--- src/rtl/hamming_tx_if.sv ---
// ============================================================================
// hamming_tx_if
// Request / result bundle between a Hamming(7,4) transmitter and its user.
// Revision: 1.0
// ============================================================================
`default_nettype none

interface hamming_tx_if;
    logic       start;
    logic [3:0] data_in;
    logic [2:0] err_pos;
    logic       busy;
    logic [7:0] word_out;
    logic       word_valid;
    logic       tx_serial;
    logic       tx_bit_valid;
    logic       done;

    modport master (
        output start, data_in, err_pos,
        input  busy, word_out, word_valid, tx_serial, tx_bit_valid, done
    );

    modport slave (
        input  start, data_in, err_pos,
        output busy, word_out, word_valid, tx_serial, tx_bit_valid, done
    );
endinterface

`default_nettype wire

--- src/rtl/hamming_tx.sv ---
// ============================================================================
// hamming_tx
// Hamming(7,4) encoder with optional single-bit error injection, parallel
// word output and MSB-first serialiser.
// Revision: 1.0
// ============================================================================
`default_nettype none

module hamming_tx #(
    parameter int BIT_CYCLES = 4
) (
    input  wire logic   clk,
    input  wire logic   rst,
    hamming_tx_if.slave bus
);

    localparam int HOLD_W = (BIT_CYCLES > 1) ? $clog2(BIT_CYCLES) : 1;
    localparam logic [HOLD_W-1:0] HOLD_LAST = HOLD_W'(BIT_CYCLES - 1);

    typedef enum logic [1:0] {
        IDLE  = 2'd0,
        LOAD  = 2'd1,
        SHIFT = 2'd2,
        DONE  = 2'd3
    } state_t;

    state_t            state;
    state_t            state_next;
    logic [3:0]        data_q;
    logic [2:0]        err_q;
    logic [7:0]        word_q;
    logic [7:0]        shreg;
    logic [2:0]        bit_idx;
    logic [HOLD_W-1:0] hold_cnt;
    logic              word_valid_q;
    logic              last_hold;
    logic              last_bit;

    // Bit 0 is a spare slot kept at 0; injection lands after parity so the
    // receiver's syndrome points straight at err_pos.
    function automatic logic [7:0] encode(input logic [3:0] d, input logic [2:0] e);
        logic [7:0] w;
        w    = 8'h00;
        w[3] = d[3];
        w[5] = d[2];
        w[6] = d[1];
        w[7] = d[0];
        w[1] = w[3] ^ w[5] ^ w[7];
        w[2] = w[3] ^ w[6] ^ w[7];
        w[4] = w[5] ^ w[6] ^ w[7];
        if (e != 3'd0) begin
            w[e] = ~w[e];
        end
        return w;
    endfunction

    assign last_hold = (hold_cnt == HOLD_LAST);
    assign last_bit  = (bit_idx == 3'd0);

    always_ff @(posedge clk or posedge rst) begin
        if (rst) begin
            state <= IDLE;
        end else begin
            state <= state_next;
        end
    end

    always_comb begin
        state_next = state;
        case (state)
            IDLE:    if (bus.start) state_next = LOAD;
            LOAD:    state_next = SHIFT;
            SHIFT:   if (last_hold && last_bit) state_next = DONE;
            DONE:    state_next = IDLE;
            default: state_next = IDLE;
        endcase
    end

    always_ff @(posedge clk or posedge rst) begin
        if (rst) begin
            data_q       <= 4'h0;
            err_q        <= 3'd0;
            word_q       <= 8'h00;
            shreg        <= 8'h00;
            bit_idx      <= 3'd0;
            hold_cnt     <= '0;
            word_valid_q <= 1'b0;
        end else begin
            word_valid_q <= 1'b0;
            case (state)
                IDLE: begin
                    if (bus.start) begin
                        data_q <= bus.data_in;
                        err_q  <= bus.err_pos;
                    end
                end
                LOAD: begin
                    word_q       <= encode(data_q, err_q);
                    shreg        <= encode(data_q, err_q);
                    word_valid_q <= 1'b1;
                    bit_idx      <= 3'd7;
                    hold_cnt     <= '0;
                end
                SHIFT: begin
                    if (last_hold) begin
                        hold_cnt <= '0;
                        shreg    <= {shreg[6:0], 1'b0};
                        if (!last_bit) begin
                            bit_idx <= bit_idx - 3'd1;
                        end
                    end else begin
                        hold_cnt <= hold_cnt + 1'b1;
                    end
                end
                default: ;
            endcase
        end
    end

    // Line outputs decode straight from state so reset forces them at once.
    assign bus.busy         = (state != IDLE);
    assign bus.word_out     = word_q;
    assign bus.word_valid   = word_valid_q;
    assign bus.tx_bit_valid = (state == SHIFT);
    assign bus.tx_serial    = (state == SHIFT) ? shreg[7] : 1'b1;
    assign bus.done         = (state == DONE);

endmodule

`default_nettype wire

--- src/flat_wrapper.sv ---
// flat-port wrapper written by rule: the top's interface ports become plain ports
module hamming_tx_flat 
#(
    parameter int BIT_CYCLES = 4
)
  (clk, rst, bus_start, bus_data_in, bus_err_pos, bus_busy, bus_word_out, bus_word_valid, bus_tx_serial, bus_tx_bit_valid, bus_done);
  hamming_tx_if bus_i ();
  input  wire logic clk;
  input  wire logic rst;
  input wire logic [$bits(bus_i.start)-1:0] bus_start;
  input wire logic [$bits(bus_i.data_in)-1:0] bus_data_in;
  input wire logic [$bits(bus_i.err_pos)-1:0] bus_err_pos;
  output wire logic [$bits(bus_i.busy)-1:0] bus_busy;
  output wire logic [$bits(bus_i.word_out)-1:0] bus_word_out;
  output wire logic [$bits(bus_i.word_valid)-1:0] bus_word_valid;
  output wire logic [$bits(bus_i.tx_serial)-1:0] bus_tx_serial;
  output wire logic [$bits(bus_i.tx_bit_valid)-1:0] bus_tx_bit_valid;
  output wire logic [$bits(bus_i.done)-1:0] bus_done;
  assign bus_i.start = bus_start;
  assign bus_i.data_in = bus_data_in;
  assign bus_i.err_pos = bus_err_pos;
  assign bus_busy = bus_i.busy;
  assign bus_word_out = bus_i.word_out;
  assign bus_word_valid = bus_i.word_valid;
  assign bus_tx_serial = bus_i.tx_serial;
  assign bus_tx_bit_valid = bus_i.tx_bit_valid;
  assign bus_done = bus_i.done;
  hamming_tx #(.BIT_CYCLES(BIT_CYCLES)) u_core (.clk(clk), .rst(rst), .bus(bus_i));
endmodule
--- config.mk ---
export PLATFORM = sky130hd
export DESIGN_NAME = hamming_tx_flat
export DESIGN_NICKNAME = d
export VERILOG_FILES = /design/src/rtl/hamming_tx_if.sv /design/src/rtl/hamming_tx.sv /design/src/flat_wrapper.sv
export SDC_FILE = /design/constraint.sdc
export NUM_CORES = 1
export LEC_CHECK = 0
export BUFFER_PORTS_ARGS = -buffer_cell sky130_fd_sc_hd__buf_2
export CORE_MARGIN = 2
export CORE_UTILIZATION = 40
export CTS_CLUSTER_DIAMETER = 100
export DETAILED_ROUTE_END_ITERATION = 8
export PLACE_DENSITY = 0.69
export SETUP_SLACK_MARGIN = 0.5
export SLEW_MARGIN = 20
export SYNTH_ARGS = -nofsm -noshare
export SYNTH_HDL_FRONTEND = slang
export SYNTH_SLANG_ARGS = --single-unit
--- constraint.sdc ---
create_clock -name clk -period 3.2 [get_ports clk]
set_clock_uncertainty 0.1 [all_clocks]
set_input_delay 0.48 -clock clk [delete_from_list [all_inputs] [get_ports clk]]
set_output_delay 0.48 -clock clk [all_outputs]
set_load 0.05 [all_outputs]
==> results of run 1 <==
## registers in the layout (all words and copies together) (netlist names)
signal / count
u_core.bit_idx: 3
u_core.hold_cnt: 2
u_core.err_q: 3
u_core.bus.word_valid: 1
u_core.shreg: 8
u_core.data_q: 4
u_core.bus.word_out: 8
u_core.state: 2
## cell families (layout without fill, tap and decap cells)
kind of cell / count (synthesis) / in the layout
buffers and inverters: 16 / 38
adders and majority gates: 8 / 8
xor gates and xnor gates: 11 / 11
DFF: 31 / 31
muxes: 12 / 12
AOI/OAI and AO/OA: 32 / 32
and+or+nand+nor: 35 / 35
## metal layers
layer	wire length (um)	share of wire (%)
met1	1140	41
met2	1450	52
met3	137	4.9
met4	48	1.7
met5	0	0
## cell type report
cell class              instances  area (um^2)
fillers                       344         1930
flip-flops and latches         31          776
multi-input cells              98          711
repair buffers                 22          110
clock buffers                   8          100
well taps                      48         60.1
inverters                       8         30.0
## layout by cell type (no fill, tap or decap), types with 5 or more instances in the layout
| cell type | netlist | routed |
|---|---|---|
| sky130_fd_sc_hd__ha_1 | 8 | 8 |
| sky130_fd_sc_hd__buf_2 | 3 | 22 |
| sky130_fd_sc_hd__dfrtp_1 | 31 | 31 |
| sky130_fd_sc_hd__a21oi_1 | 10 | 10 |
| sky130_fd_sc_hd__inv_1 | 8 | 7 |
| sky130_fd_sc_hd__nand2_1 | 9 | 9 |
| sky130_fd_sc_hd__xnor2_1 | 9 | 9 |
| sky130_fd_sc_hd__nor2_1 | 11 | 11 |
| sky130_fd_sc_hd__clkbuf_8 | 0 | 7 |
| sky130_fd_sc_hd__mux2_2 | 11 | 11 |
| sky130_fd_sc_hd__o21ai_0 | 5 | 5 |
## through the flow
step	std cells	hold slack, ns	utilization, %	setup WS (ns)	instance area, um^2
2_1_floorplan	145	0.351	-	0.876	1570
3_3_place_gp	207	0.370	45.4	1.26	1690
3_5_place_dp	207	0.379	45.4	1.17	1690
4_1_cts	215	0.318	48.1	0.870	1790
5_1_grt	215	0.236	48.1	0.747	1790
6_report	215	0.182	48.1	0.897	1790
## worst paths after layout
kind,end,slack (ns),cells past startpoint,startpoint
worst max-delay path,bus_tx_bit_valid,0.90,3,u_core.state[0]
worst min-delay path,u_core.bus.word_out[5],0.18,2,rst
worst max register to register,u_core.shreg[5],1.30,6,u_core.state[1]
worst min register to register,u_core.bus.word_out[7],0.38,1,u_core.bus.word_out[7]
max in group asynchronous,u_core.bus.word_out[0],2.41,2,rst
min in group clk,u_core.data_q[2],0.33,2,bus_data_in[2]
==> results summary, run 1 <==
The critical path goes through inv_1 -> ha_1 -> buf_2. STA classifies the critical path endpoint as a primary output. The region available for standard cell placement spans 0.00372 mm^2.

The area growth from synthesis to layout is 13.6%. The arrival time at the worst endpoint came out at 1.72 ns. The maximum fanout encountered on the critical timing path came out at 18.

The global routing usage on met1 came out at 17.3%. The floorplan die height is 66.7 um. For this run, the leading register cell type out of synthesis is sky130_fd_sc_hd__dfrtp_1. The layout net count is 184. The wire length of the first global-routing pass is 4.91 mm. The overflow left after global routing came out at 0. Using the TritonRoute via totals, the vias-per-cell ratio works out to 5.09. The post-layout minimum cycle time came out at 2.30 ns. At the worst endpoint, the required time is 2.62 ns. The number of buffer and inverter stages on the critical path is 2. The number of antenna-violating nets in the routed design came out at 0. The synthesized area divided by synthesized cell count came out at 10.8 um^2. The met3 global-route usage came out at 5.57%. The post-detailed-routing wire length is 2.78 mm. The reported max-cap violation count is 0. The number of H-tree branching levels is 2. The share of synthesized area in the top cell type comes to 49.3%. The via count of the first global-routing pass came out at 1072. The number of nets handed over by synthesis was 163. Of all cell types, the one taking the most synthesized area is sky130_fd_sc_hd__dfrtp_1. The aggregate negative setup slack came out at 0 ns. For this run, the detailed router's first-pass iteration total came to 4.

TritonCTS built the clock tree. The pin count of the biggest net entering global routing is 32. The cell sitting at the root of the clock tree is a sky130_fd_sc_hd__clkbuf_8. The max-slew violation count is 0. The min-delay analysis places its worst path in the category primary input to asynchronous set/reset pin. Sorting the synthesized cells by how often they occur yields sky130_fd_sc_hd__dfrtp_1, sky130_fd_sc_hd__mux2_2, sky130_fd_sc_hd__nor2_1. After Yosys synthesis, full adders, half adders and majority gates account for 6.36% of the synthesized area.

The clock latency at the later pin of the worst-skew pair is 0.28 ns. The number of different library cells used by synthesis comes to 33. The number of core rows is 22.

The clock net in this run drives a total of 31 sinks. The portion of the post-synthesis area used by sequential elements is 49.3%. The total track usage came out at 15.2%. The highest clock rate came out at 434 MHz. After synthesis, the largest family of logic cells by area is compound AO/OA/AOI/OAI gates. The fraction of synthesis flops using an asynchronous set or reset pin came out at 100%. The final number of hold-violating endpoints came to 0. The post-synthesis cell count is 145.

The category of cells accounting for the largest share of critical-path delay is adder cells. The Yosys warning count came out at 0. The final clock period utilization by the worst path is 72.0%. The buffer levels on the longest clock path came out at 2. The violation count after the first detailed-routing iteration came out at 14. For this run, design rule violations remaining after detail routing come to 0. The number of antenna violations at the first check in global routing was 0.

The number of enable-type register cells in the synthesized netlist is 0. After synthesis, the cell types taking the most area are sky130_fd_sc_hd__dfrtp_1, sky130_fd_sc_hd__mux2_2, sky130_fd_sc_hd__ha_1, sky130_fd_sc_hd__xnor2_1, sky130_fd_sc_hd__a21oi_1. The critical path is of the flip-flop to primary output type.

The global routing's busiest layer is met2. The most common cell in the synthesized netlist is sky130_fd_sc_hd__dfrtp_1. The slowest stage of the critical path is the sky130_fd_sc_hd__ha_1 cell. The count of input and output buffers came out at 22. In this design, the stage delay of the slowest critical-path cell is 0.54 ns. The final weighted congestion of routability-driven global placement is 0.723. The fraction of the mapped netlist area in simple logic gates is 11.5%. During I/O placement, the number of pins put on the boundary was 23. The worst slew slack as a fraction of its limit is 56.1%. The total setup buffers inserted after CTS is 0.

The ratio of cells with drive above 1 in the final layout is 25.1%. The x dimension of the die came out at 66.7 um. The synthesized-area fraction occupied by ao, oa, aoi and oai cells is 12.6%. The post-cts resize count came out at 0.

The number of buffers added to fix hold violations after cts is 0. The repair_antennas step left the layout with diodes totalling 0. The flow ran to the end, and the final reports show no timing, DRC or antenna violations. The XOR/XNOR share of the synthesized area came out at 6.13%. The post-synth design cell area is 0.00157 mm^2.

Setup repair after global routing left no endpoint under its margin. The worst setup path is launched from a flip-flop. In this run, CTS created clock tree buffers numbering 5. Multiplexer cells account for 8.51% of the synthesized area. The placed wire-length estimate after detailed placement is 2.09 mm. The met2 track demand over resource in global routing came out at 26.1%. The detailed router placed 1094 vias in this run.

The die area came out at 0.00445 mm^2. At the pin with the least slew margin, the transition time is 0.659 ns. The starting density of the core is 42.3%. The final setup violation count is 0.

In this run, synthesis produced a sequential element count of 31. The clock-pin slew on the worst setup and hold paths came out at 0.06 ns. The wire length per cell after detailed routing came out at 12.9 um.
Power of run 1 is left out: the tool's default activity adds up to more than one toggle a clock period on the data nets, which glitch-free logic cannot reach.
==> inputs of run 2 (changes only) <==
- PLACE_DENSITY: 0.69 -> 0.72
- clock period: 3.2 -> 1.9 ns (I/O delays scaled with it)
==> run 2 against run 1 <==
Against the previous run: hold slack got worse by 0.051 ns; worst setup slack got worse by 0.61 ns; critical path depth rose by 1; non-clock buffer count rose by 18; sequential cell count did not move; global-route usage rose by 1.4 points; sequential share of layout area fell by 7.4 points; die area did not move; critical endpoint is now bus_busy.
==> results summary, run 2 (same netlist as run 1, synthesis figures left out) <==
The run finished with clean final reports. The launch point of the worst reg-to-reg path is u_core.state[1]. The signal on the critical path passes through inv_2 -> ha_4 -> clkinvlp_4 -> buf_8. The ratio of cells with drive above 1 in the final layout came out at 44.3%. The floorplan die height came out at 66.7 um. The congestion estimate from routability-driven global placement came to 0.819. The die area is 0.00445 mm^2.

The number of search-and-repair iterations in the first detailed-routing pass came out at 5. After clock tree synthesis, the clock-pin slew on the worst setup and hold paths is 0.06 ns. The wire length of the first global-routing pass came out at 5.38 mm. Using the TritonRoute via totals, the vias-per-cell ratio works out to 5.18. Data on the critical path is required at its endpoint by 1.51 ns.

The starting density of the core is 42.3%. After detailed routing, no signal wire sits above met4. The area of placed instances is 0.00175 mm^2.

The sequential cells in the finished layout cover a total of 776 um^2. The worst hold margin is 0.131 ns. The area overhead of the layout relative to synthesis is 37.1%. The met3 wire length came out at 123 um.

The buffer levels on the longest clock path came out at 2. The number of clock buffers inserted by TritonCTS is 5. On the worst path, the slowest cell contributes a delay of 0.43 ns. The tree is rooted in a sky130_fd_sc_hd__clkbuf_8. The total track usage is 16.6%. The layout net count came out at 202. The post-layout minimum cycle time is 1.61 ns. The final clock period utilization by the worst path came out at 84.7%.

Leaving out fill and tap cells, the most frequent cell in the layout is sky130_fd_sc_hd__dfrtp_1. TritonCTS built the clock tree. The largest individual stage delay along the critical path comes from the cell sky130_fd_sc_hd__dfrtp_1. The met1 wire length is 1.40 mm. The reported max-cap violation count came out at 0. The critical path starts at u_core.state[1]. The hold path startpoint is bus_data_in[2]. By startpoint and endpoint, the worst setup path is classified as flip-flop to primary output. The number of antenna-violating nets in the routed design came out at 0. The launching element type of the critical path is a flip-flop.

0 antenna diodes ended up in the layout. In this run the worst path has a maximum fanout of 3. The number of H-tree branching levels is 2. The clock latency at the later pin of the worst-skew pair is 0.28 ns. The number of vias in the routed layout came out at 1207. The pin count of the biggest net entering global routing came out at 32.

The max-slew violation count came out at 0. The sort of element at the end of the critical path is a primary output. The number of core rows came out at 22. The slew of the pin with the lowest slew margin came out at 0.401 ns. Summing all non-filler instances in the final layout gives an area of 0.00216 mm^2.

The x dimension of the die came out at 66.7 um. The via count of the first global-routing pass came out at 1219. The highest clock rate is 621 MHz. Setup violations remaining at the end of the flow were counted as 0.

The overflow left after global routing is 0. The min-delay analysis places its worst path in the category primary input to flip-flop. The number of antenna violations at the first check in global routing came to 0. The area occupied by multi-input gates came out at 877 um^2.

The worst slew slack as a fraction of its limit came out at 73.3%. The routed wire length on met2 came out at 1.78 mm. Data arrives at the worst endpoint at 1.22 ns.

The final number of hold-violating endpoints came to 0. The number of remaining DRC errors came out at 0. The placed wire-length estimate after detailed placement is 2.19 mm. Setup repair after global routing could not meet its margin everywhere.

The layout has 305 filler cells. The count of buffers added on input and output ports is 22. The total area inside the core boundary comes to 0.00372 mm^2. The clock sink count is 31. For this block, the initial DRC count from the detailed router was 63. The wire length per cell after detailed routing is 14.5 um. The library cells used most frequently in the layout, excluding fill and tap cells, are sky130_fd_sc_hd__dfrtp_1, sky130_fd_sc_hd__buf_2, sky130_fd_sc_hd__buf_4, sky130_fd_sc_hd__a21oi_1, sky130_fd_sc_hd__nor2_1. The number of primary I/O pins came out at 23.

The post-detailed-routing wire length is 3.38 mm. The aggregate negative setup slack is 0 ns.
==> run 2: changes by cell type in the layout (fill, tap and decap cells not counted), sizes merged <==
cell         before  now
inv               8    7
buf              22   39
bufinv            0    1
clkinv            0    1
dlygate4sd3       0    1
clkbuf            8    6
clkinvlp          0    1
==> run 2: layout make-up <==
type / instances / area share (%)
multi-input combinational: 98 / 40.7
sequential: 31 / 36.0
timing repair buffer: 40 / 13.5
clock buffer: 6 / 3.83
tap: 48 / 2.79
clock inverter: 2 / 1.63
inverter: 8 / 1.57
==> run 2: path summary, 6_finish.rpt <==
| check | to | slack [ns] | cells after the start |
|---|---|---|---|
| max reg2reg | u_core.shreg[5] | 0.34 | 8 |
| max | bus_busy | 0.29 | 4 |
| min | u_core.data_q[2] | 0.13 | 2 |
| min reg2reg | u_core.bit_idx[0] | 0.38 | 1 |
| max in group asynchronous | u_core.bus.word_out[6] | 0.89 | 4 |
| min in group asynchronous | u_core.err_q[0] | 0.52 | 4 |
==> run 2: timing repair <==
| action | 4_1_cts | 5_1_grt |
|---|---|---|
| setup buffers | 12 | 2 |
| pin swaps | 4 | 1 |
| setup endpoints to repair | 32 | 34 |
| endpoints found under the hold margin | 31 | 0 |
| resized for setup | 30 | 12 |
| hold buffers | 1 | 0 |
==> run 2: worst max-delay path, delay by kind of cell (launching register included) <==
| family | cells | cell delay, ns |
|---|---|---|
| fa+ha+maj | 1 | 0.15 |
| buf+inv | 3 | 0.37 |
| flops | 1 | 0.43 |
==> run 2: layer usage <==
metal,vias to the layer above,global-route usage [%]
met4,0,6.89
met2,23,29.3
met5,-,0
met3,8,5.07
met1,599,18.5
li1,577,-
==> run 2: metrics by stage <==
step	setup WS [ns]	util, %	std cells
6_report	0.291	58.0	233
5_1_grt	0.250	58.0	233
4_1_cts	0.305	56.5	231
3_5_place_dp	0.235	47.1	210
3_3_place_gp	0.357	47.1	210
2_1_floorplan	0.356	-	145
Power of run 2 is left out for the same reason.
